`src/rtl/req_arbiter_if.sv`:
```
// Request/grant bundle between the requesters and the shared-resource arbiter.
// The master side drives requests and release strobes; the slave side returns the grant.
interface req_arbiter_if #(
  parameter int NUM_REQ = 8,
  parameter int IDX_W   = 3
);
  logic               en;
  logic               mode;
  logic [NUM_REQ-1:0] req;
  logic               done;
  logic [NUM_REQ-1:0] gnt;
  logic [IDX_W-1:0]   gnt_idx;
  logic               gnt_valid;
  logic               timeout;

  modport master (
    output en,
    output mode,
    output req,
    output done,
    input  gnt,
    input  gnt_idx,
    input  gnt_valid,
    input  timeout
  );

  modport slave (
    input  en,
    input  mode,
    input  req,
    input  done,
    output gnt,
    output gnt_idx,
    output gnt_valid,
    output timeout
  );
endinterface

```
`src/rtl/req_arbiter.sv`:
```
// Eight-way arbiter with fixed-priority or round-robin selection, holding each grant
// until done, request drop, disable, or a hold timeout; all outputs are registered.
module req_arbiter #(
  parameter int NUM_REQ  = 8,
  parameter int IDX_W    = 3,
  parameter int MAX_HOLD = 15,
  parameter int CNT_W    = 4
) (
  input  logic           clk,
  input  logic           rst_n,
  req_arbiter_if.slave   bus
);

  typedef enum logic [0:0] {
    IDLE  = 1'b0,
    GRANT = 1'b1
  } state_t;

  localparam int               HOLD_LAST_I = (MAX_HOLD > 0) ? MAX_HOLD - 1 : 0;
  localparam logic [CNT_W-1:0] HOLD_LAST   = CNT_W'(HOLD_LAST_I);
  localparam bit               TO_EN       = (MAX_HOLD != 0);
  localparam logic [NUM_REQ-1:0] ONE_HOT0  = {{(NUM_REQ-1){1'b0}}, 1'b1};

  state_t             state, state_n;
  logic [NUM_REQ-1:0] gnt_q, gnt_n;
  logic [IDX_W-1:0]   idx_q, idx_n;
  logic               valid_q, valid_n;
  logic               to_q, to_n;
  logic [CNT_W-1:0]   cnt_q, cnt_n;
  logic [IDX_W-1:0]   last_q, last_n;

  logic [IDX_W-1:0]   fix_w;
  logic [IDX_W-1:0]   rr_w;
  logic [IDX_W-1:0]   rr_cand;
  logic               rr_found;
  logic [IDX_W-1:0]   win;
  logic               any_req;

  logic               owner_drop;
  logic               hold_exp;
  logic               other_rel;
  logic               release_now;

  // Fixed mode lets the highest index win; round-robin starts just past the last winner.
  always_comb begin
    fix_w    = '0;
    rr_w     = '0;
    rr_cand  = '0;
    rr_found = 1'b0;
    for (int i = 0; i < NUM_REQ; i++) begin
      if (bus.req[i]) begin
        fix_w = IDX_W'(i);
      end
    end
    for (int i = 1; i <= NUM_REQ; i++) begin
      rr_cand = last_q + IDX_W'(i);
      if (!rr_found && bus.req[rr_cand]) begin
        rr_w     = rr_cand;
        rr_found = 1'b1;
      end
    end
  end

  assign any_req = |bus.req;
  assign win     = bus.mode ? rr_w : fix_w;

  // A timeout is only reported when the hold limit is the sole reason for release.
  assign owner_drop  = ~bus.req[idx_q];
  assign hold_exp    = TO_EN && (cnt_q == HOLD_LAST);
  assign other_rel   = bus.done | owner_drop | ~bus.en;
  assign release_now = other_rel | hold_exp;

  always_comb begin
    state_n = state;
    gnt_n   = gnt_q;
    idx_n   = idx_q;
    valid_n = valid_q;
    to_n    = 1'b0;
    cnt_n   = cnt_q;
    last_n  = last_q;
    case (state)
      IDLE: begin
        gnt_n   = '0;
        idx_n   = '0;
        valid_n = 1'b0;
        if (bus.en && any_req) begin
          state_n = GRANT;
          gnt_n   = ONE_HOT0 << win;
          idx_n   = win;
          valid_n = 1'b1;
          cnt_n   = '0;
          last_n  = win;
        end
      end
      GRANT: begin
        if (release_now) begin
          state_n = IDLE;
          gnt_n   = '0;
          idx_n   = '0;
          valid_n = 1'b0;
          cnt_n   = '0;
          to_n    = hold_exp & ~other_rel;
        end else if (cnt_q != HOLD_LAST) begin
          cnt_n = cnt_q + 1'b1;
        end
      end
      default: begin
        state_n = IDLE;
        gnt_n   = '0;
        idx_n   = '0;
        valid_n = 1'b0;
        cnt_n   = '0;
      end
    endcase
  end

  // last_q resets to the top index so the first round-robin search begins at index 0.
  always_ff @(posedge clk or negedge rst_n) begin
    if (!rst_n) begin
      state   <= IDLE;
      gnt_q   <= '0;
      idx_q   <= '0;
      valid_q <= 1'b0;
      to_q    <= 1'b0;
      cnt_q   <= '0;
      last_q  <= IDX_W'(NUM_REQ - 1);
    end else begin
      state   <= state_n;
      gnt_q   <= gnt_n;
      idx_q   <= idx_n;
      valid_q <= valid_n;
      to_q    <= to_n;
      cnt_q   <= cnt_n;
      last_q  <= last_n;
    end
  end

  assign bus.gnt       = gnt_q;
  assign bus.gnt_idx   = idx_q;
  assign bus.gnt_valid = valid_q;
  assign bus.timeout   = to_q;

endmodule

```
`src/flat_wrapper.sv`:
```
// flat-port wrapper written by rule: the top's interface ports become plain ports
module req_arbiter_flat 
#(
  parameter int NUM_REQ  = 8,
  parameter int IDX_W    = 3,
  parameter int MAX_HOLD = 15,
  parameter int CNT_W    = 4
)
  (clk, rst_n, bus_en, bus_mode, bus_req, bus_done, bus_gnt, bus_gnt_idx, bus_gnt_valid, bus_timeout);
  req_arbiter_if #(.NUM_REQ(NUM_REQ), .IDX_W(IDX_W)) bus_i ();
  input  logic clk;
  input  logic rst_n;
  input wire logic [$bits(bus_i.en)-1:0] bus_en;
  input wire logic [$bits(bus_i.mode)-1:0] bus_mode;
  input wire logic [$bits(bus_i.req)-1:0] bus_req;
  input wire logic [$bits(bus_i.done)-1:0] bus_done;
  output wire logic [$bits(bus_i.gnt)-1:0] bus_gnt;
  output wire logic [$bits(bus_i.gnt_idx)-1:0] bus_gnt_idx;
  output wire logic [$bits(bus_i.gnt_valid)-1:0] bus_gnt_valid;
  output wire logic [$bits(bus_i.timeout)-1:0] bus_timeout;
  assign bus_i.en = bus_en;
  assign bus_i.mode = bus_mode;
  assign bus_i.req = bus_req;
  assign bus_i.done = bus_done;
  assign bus_gnt = bus_i.gnt;
  assign bus_gnt_idx = bus_i.gnt_idx;
  assign bus_gnt_valid = bus_i.gnt_valid;
  assign bus_timeout = bus_i.timeout;
  req_arbiter #(.NUM_REQ(NUM_REQ), .IDX_W(IDX_W), .MAX_HOLD(MAX_HOLD), .CNT_W(CNT_W)) u_core (.clk(clk), .rst_n(rst_n), .bus(bus_i));
endmodule
```
`config.mk`:
```
export PLATFORM = sky130hd
export DESIGN_NAME = req_arbiter_flat
export DESIGN_NICKNAME = d
export VERILOG_FILES = /design/src/rtl/req_arbiter_if.sv /design/src/rtl/req_arbiter.sv /design/src/flat_wrapper.sv
export SDC_FILE = /design/constraint.sdc
export NUM_CORES = 1
export LEC_CHECK = 0
export BUFFER_PORTS_ARGS = -buffer_cell sky130_fd_sc_hd__buf_4
export CORE_MARGIN = 4
export CORE_UTILIZATION = 58
export DETAILED_ROUTE_END_ITERATION = 8
export GPL_TIMING_DRIVEN = 0
export HOLD_SLACK_MARGIN = 0.15
export PLACE_DENSITY = 0.84
export SYNTH_ARGS = -nofsm -noshare
export SYNTH_HDL_FRONTEND = slang
export SYNTH_SLANG_ARGS = --single-unit
```
`constraint.sdc`:
```
create_clock -name clk -period 8.4 [get_ports clk]
set_input_delay 1.68 -clock clk [delete_from_list [all_inputs] [get_ports clk]]
set_output_delay 1.68 -clock clk [all_outputs]
set_load 0.02 [all_outputs]
```
* Word-level counts from Yosys, hierarchy flattened
Index checks and enable logic that the tools add are counted.
** Word-level totals
- Register bits :: 21
- Logic and storage cells :: 114
- Memories :: 0
- Bits in latches :: 0
- Output and inout port bits :: 13
- Bits in read-only memories :: 0
- Bits in writable memories :: 0
** Operators by class
- $mul :: 0
- Reductions and logical operators :: 18
- Shift operators :: 1
- Bitwise logic cells :: 8
- $lt $le $gt $ge :: 9
- Div/mod/pow operators :: 0
- Equality and inequality tests :: 5
- Muxes and demuxes :: 58
- Add/sub/neg operators :: 8
** Operators with widths (number)
- 2-to-1 mux 3 bit :: 17
- less-than comparator 3 x 4 -> 1 bit, second input constant :: 9
- binary-select mux 1 bit (select 3 bit) :: 9
- 2-to-1 mux 1 bit :: 22
- 2-to-1 mux 8 bit :: 2
- one-hot mux 8 bit (2 select lines) :: 1
- adder 3 bit, second input constant :: 4
- 2-to-1 mux 4 bit :: 3
- logical AND 1 bit :: 8
- one-hot mux 4 bit (2 select lines) :: 1
- OR reduction 8 bit :: 1
- << shifter 1 x 3 -> 8 bit, first input constant :: 1
- zero test 1 bit :: 7
- adder 3 x 2 -> 3 bit, second input constant :: 2
- one-hot mux 3 bit (2 select lines) :: 1
- adder 4 x 1 -> 4 bit, second input constant :: 1
- == test 4 bit, second input constant :: 1
- inequality test 4 bit, second input constant :: 1
- NOT 1 bit :: 4
- one-hot mux 1 bit (2 select lines) :: 2
- AND reduction 2 bit :: 2
- adder 3 x 1 -> 3 bit, second input constant :: 1
- inequality test 3 bit, second input constant :: 1
- bitwise OR 1 bit :: 3
- other kinds (3) :: 3

* Logic depth before layout (Yosys ltp)
- Depth after elaboration :: 29
- Gate-level depth with buffers :: 13

* Least setup slack after synthesis
Ideal clock, no wire load.
- Kind :: input port to flip-flop
- Start :: input bus_req[0]
- End :: register u_core.gnt_q[1], in the netlist u_core.bus.gnt[1]
- Data arrival time :: 4.107 ns
- Slack :: 4.198 ns
- Library setup time :: 0.096 ns
- Buffers on the path :: 2
- Stages on the path :: 9
- Cells stage by stage :: clkbuf_1 -> mux4_2 -> nor4_4 -> nand3_2 -> or3_4 -> nor4b_4 -> or4b_1 -> buf_2 -> o31ai_1
** Between the ends
- Longest elaborated chain between the ends :: 28
- Elaborated cells on any way between the ends :: 58
- Classes of those cells :: eq/ne: 1; shift: 1; mux: 36; bitwise: 4; reduce/logical: 16
** RTL lines
- start: declaration :: RTL line flat_wrapper.sv:15 : input wire logic [$bits(bus_i.req)-1:0] bus_req;
- binary-select mux 1 bit (select 3 bit) :: RTL line req_arbiter.sv:57 : if (!rr_found && bus.req[rr_cand]) begin
- 2-to-1 mux 1 bit (not written as such) :: RTL line req_arbiter.sv:57
- 2-to-1 mux 1 bit :: RTL line req_arbiter.sv:57
- zero test 1 bit :: RTL line req_arbiter.sv:57
- logical AND 1 bit :: RTL line req_arbiter.sv:57
- 2-to-1 mux 1 bit :: RTL line req_arbiter.sv:57
- zero test 1 bit :: RTL line req_arbiter.sv:57
- logical AND 1 bit :: RTL line req_arbiter.sv:57
- (+12 left out)
- 2-to-1 mux 1 bit :: RTL line req_arbiter.sv:57
- zero test 1 bit :: RTL line req_arbiter.sv:57
- logical AND 1 bit :: RTL line req_arbiter.sv:57
- 2-to-1 mux 3 bit :: RTL line req_arbiter.sv:57
- 2-to-1 mux 3 bit :: RTL line req_arbiter.sv:65 : assign win = bus.mode ? rr_w : fix_w;
- << shifter 1 x 3 -> 8 bit :: RTL line req_arbiter.sv:88 : gnt_n = ONE_HOT0 << win;
- 2-to-1 mux 8 bit :: RTL line req_arbiter.sv:86 : if (bus.en && any_req) begin
- one-hot mux 8 bit (2 select lines) :: RTL line req_arbiter.sv:81 : case (state)
- end signal: assignment :: RTL line req_arbiter.sv:129 : gnt_q <= gnt_n;
- end: declaration :: RTL line req_arbiter.sv:25 : logic [NUM_REQ-1:0] gnt_q, gnt_n;
Several ways; a longest one is shown, not always the timed one. The select of a mux whose other input is x is not followed.
A chain may end at the register's enable or synchronous reset.

* Final worst setup path
- Start :: register u_core.last_q[1]
- End :: register u_core.gnt_q[1], in the netlist u_core.bus.gnt[1]
** Between the ends
- Longest elaborated chain between the ends :: 29
- Elaborated cells on any way between the ends :: 56
- Classes of those cells :: add/sub: 7; shift: 1; mux: 34; reduce/logical: 14
** RTL lines
- start: declaration :: RTL line req_arbiter.sv:30 : logic [IDX_W-1:0] last_q, last_n;
- start signal: assignment :: RTL line req_arbiter.sv:126 : last_q <= IDX_W'(NUM_REQ - 1);
- start signal: assignment :: RTL line req_arbiter.sv:134 : last_q <= last_n;
- adder 3 x 1 -> 3 bit :: RTL line req_arbiter.sv:56 : rr_cand = last_q + IDX_W'(i);
- binary-select mux 1 bit (select 3 bit) :: RTL line req_arbiter.sv:57
- 2-to-1 mux 1 bit (not written as such) :: RTL line req_arbiter.sv:57
- 2-to-1 mux 1 bit :: RTL line req_arbiter.sv:57
- zero test 1 bit :: RTL line req_arbiter.sv:57
- logical AND 1 bit :: RTL line req_arbiter.sv:57
- 2-to-1 mux 1 bit :: RTL line req_arbiter.sv:57
- zero test 1 bit :: RTL line req_arbiter.sv:57
- (+13 left out)
- 2-to-1 mux 1 bit :: RTL line req_arbiter.sv:57
- zero test 1 bit :: RTL line req_arbiter.sv:57
- logical AND 1 bit :: RTL line req_arbiter.sv:57
- 2-to-1 mux 3 bit (*) :: RTL line req_arbiter.sv:57
- 2-to-1 mux 3 bit (*) :: RTL line req_arbiter.sv:65
- << shifter 1 x 3 -> 8 bit (*) :: RTL line req_arbiter.sv:88
- 2-to-1 mux 8 bit (*) :: RTL line req_arbiter.sv:86
- one-hot mux 8 bit (2 select lines) (*) :: RTL line req_arbiter.sv:81
Every way passes the cells marked *; elsewhere a longest branch is shown, timed or not. The select of a mux whose other input is x is not followed.

==> results.toml <==
[status]
status = "complete, no violations"

[finish]
register_area_um2 = 529
finalNonFillerCells = 294
layout.cells.most_common = "buf_4"
drive_above_1_share = 0.246
area.growth.synth_to_final_pct = 11.9
nFillCells = 273
n_antenna_cell = 0
fin_nets = 266
final_cell_mix = "buf_4 (22), nand2_1 (21), dfrtp_1 (18), mux4_2 (13), o31ai_1 (13)"
multi_input_area_um2 = 1450

[route]
vias_per_cell = 6.39
wl_um = 5020
dr.pass1.iters = 5
vias = 1879
wl_per_cell_um = 17.1
drc = 0
ant_nets = 0
drt_iter0_markers = 134

[worst_setup_path]
startpoint_type = "register"
reg2reg_from = "u_core.last_q[1]$_DFFE_PN1P_"
slowest_stage = "dfstp_2"
r2r_end = "u_core.bus.gnt[1]$_DFFE_PN0P_"
rrSetupSlack_ns = 3.71
critical_path_arrival_ns = 4.92
cp_cell_sequence = "buf_2, buf_2, clkinv_1, ha_1, buf_1, mux4_2, nor4_4, nand3_2, or3_4, nor4b_4, or4b_1, buf_2, o31ai_1"
cp_common_cell = "buf_2"
critical_path.top_delay_family = "buffers and inverters"
worstRegToRegCells = 13
crit_required_ns = 8.62
worstSetupPathType = "register to register"
crit_buf_inv = 5
slowest_delay_ns = 0.55
critPathCaptureType = "register"
crit_fanout = 10

[clocking]
cts_tree = "yes"
postCtsSetupBuffers = 0
clk_pin_slew_ns = 0.12
clock-sinks = 21
insertion_delay_ns = 0.31
clockBufferDepth = 2
htreeDepth = 1
cts_resized = 0
cts_made_buffers = 3
root_buffer = "clkbuf_4"
hold_buffers = 0

[logic_synthesis]
synth.distinct_cells = 59
syn_nets = 239
synth_top_area_share = 0.215
ys_top_cells_by_area = "dfrtp_1 (22%), mux4_2 (14%), mux2i_1 (5.3%)"
synth-edff-count = 0
syn_inst = 222
synthArstFlopShare = 1.00
ys_seq_area_frac = 0.253
yosys.area.top_type = "dfrtp_1"
syn-mean-instance-area_um2 = 9.43
synth_flop_cell = "dfrtp_1"
netlist_area_um2 = 2090
synth_seq_cells = 21
yosys_warnings = 0

[job]
drv_cap = 0

[min_path]
hp-class = "register to register"
holdPathEnd = "u_core.bus.gnt[7]$_DFFE_PN0P_"
min_from = "u_core.bus.gnt[7]$_DFFE_PN0P_"
hold_depth = 2

[sta]
finClkSkew_ns = 0.00678
period_minus_slack_ns = 4.69
fmax_ghz = 0.213
fin_tns_setup_ns = 0
hold_viol_final = 0
slew_violations = 0
tightest_slew_ns = 0.832
setup_viol = 0
period_share = 0.559
rsz0062_at_grt = "false"
maxSlewHeadroom = 0.441

[grt]
grt_pass1_wl_um = 8970
grt_pass1_vias = 1797
overflow = 0
track_usage = 0.253
grt_start_max_net_pins = 22
antenna_found_initial = 0

[floorplanning]
die_w_um = 68.1
chipHeight_um = 68.1
coreArea_um2 = 3420
ios = 26
die_area_um2 = 4640
row_count = 21
start_util = 0.613

[power_and_ir_drop]
powerDensity_nw_per_um2 = 377
power.internal_w = 0.000445
p_sw_frac = 0.497
leakagePower_nw = 1.04
comb_power_share = 0.780
peakVddDrop_mv = 0.204
clock_power_share = 0.056
p_total_w = 0.000883
p_sw_w = 0.000439
pwr-share-seq = 0.164

[place]
hpwl_um = 3830
gp_congestion = 0.905
dp_cells = 290
portBuffers = 22
[kinds of logic (layout without fill, tap and decap cells)]
kind of cell	Yosys count	in the layout	synth area share
AND/OR/NAND/NOR	78	78	0.216
AO/OA/AOI/OAI	58	58	0.199
multiplexers	30	30	0.237
buffers and inverters	27	53	0.0544
flip-flops	21	21	0.253
adder cells (fa/ha/maj)	4	4	0.0239
XOR/XNOR	4	4	0.0167
[cells in the mapped netlist, drive strengths merged (2+ instances only)]
cell	count
or3b	2
mux2i	12
a21o	4
or4b	2
clkbuf	12
dfstp	3
a21boi	3
a22o	5
o31ai	13
ha	4
nor2	12
mux4	14
and3	6
nor4	2
and2	2
dfrtp	18
nand3	5
xor2	2
o21ai	7
nand2	21
buf	6
xnor2	2
mux2	4
nor2b	4
nor3	6
nand2b	7
inv	8
a21oi	10
or3	3
nor3b	2
a211oi	2
[power by group through the flow]
stage / clock (W) / combinational (W) / sequential (W)
6_report: 0.0000496 / 0.000689 / 0.000145
5_1_grt: 0.0000562 / 0.000753 / 0.000149
4_1_cts: 0.0000494 / 0.000681 / 0.000145
3_5_place_dp: 0 / 0.000680 / 0.000147
3_3_place_gp: 0 / 0.000666 / 0.000146
2_1_floorplan: 0 / 0.000517 / 0.000160
[area by class of cell]
type                       count  area share
multi-input combinational    174       0.619
sequential                    21       0.226
timing repair buffer          22      0.0704
buffer                        18      0.0342
tap                           46      0.0245
inverter                       9      0.0144
clock buffer                   3     0.00961
clock inverter                 1     0.00213
[per-stage QoR]
stage	area [um^2]	setup slack (ns)	hold slack, ns	utilization
finish	2340	3.71	0.491	0.686
detailed placement	2320	3.77	0.468	0.678
global placement	2320	3.83	0.464	0.678
global route	2340	3.42	0.527	0.686
floorplan	2090	4.20	0.473	-
CTS	2340	3.73	0.492	0.686
[registers in the layout (all words and copies together), names as in the netlist]
register and cells:
u_core.bus.gnt 8, u_core.cnt_q 4, u_core.bus.gnt_idx 3, u_core.last_q 3, u_core.bus.gnt_valid 1, u_core.bus.timeout 1, u_core.state 1
[worst max path at each step]
stage,startpoint,endpoint,slack [ns],cells past startpoint
final,u_core.last_q[1]$_DFFE_PN1P_,u_core.bus.gnt[1]$_DFFE_PN0P_,3.71,13
after global routing,u_core.last_q[1]$_DFFE_PN1P_,u_core.bus.gnt[1]$_DFFE_PN0P_,3.42,13
after CTS,u_core.last_q[1]$_DFFE_PN1P_,u_core.bus.gnt[3]$_DFFE_PN0P_,3.73,13
after detailed placement,u_core.last_q[1]$_DFFE_PN1P_,u_core.bus.gnt[3]$_DFFE_PN0P_,3.77,13
after global placement,u_core.last_q[1]$_DFFE_PN1P_,u_core.bus.gnt[1]$_DFFE_PN0P_,3.83,13
after floorplan,bus_req[0],u_core.bus.gnt[1]$_DFFE_PN0P_,4.20,9
[metal layers]
| layer | up-vias | global-route usage | wire length (um) |
|---|---|---|---|
| met1 | 910 | 0.365 | 2260 |
| met4 | 0 | 0.0372 | 32 |
| li1 | 901 | - | - |
| met3 | 6 | 0.0788 | 384 |
| met5 | - | 0 | 0 |
| met2 | 62 | 0.383 | 2340 |
[worst register-to-register path, stage by stage, from the launching register on]
cell      delay (ns)
dfstp_2         0.55
buf_2           0.24
buf_2           0.29
clkinv_1        0.30
ha_1            0.44
buf_1           0.47
mux4_2          0.49
nor4_4          0.30
nand3_2         0.13
or3_4           0.41
nor4b_4         0.15
or4b_1          0.45
buf_2           0.17
o31ai_1         0.23
No activity file was read; power rests on OpenSTA's default activity.
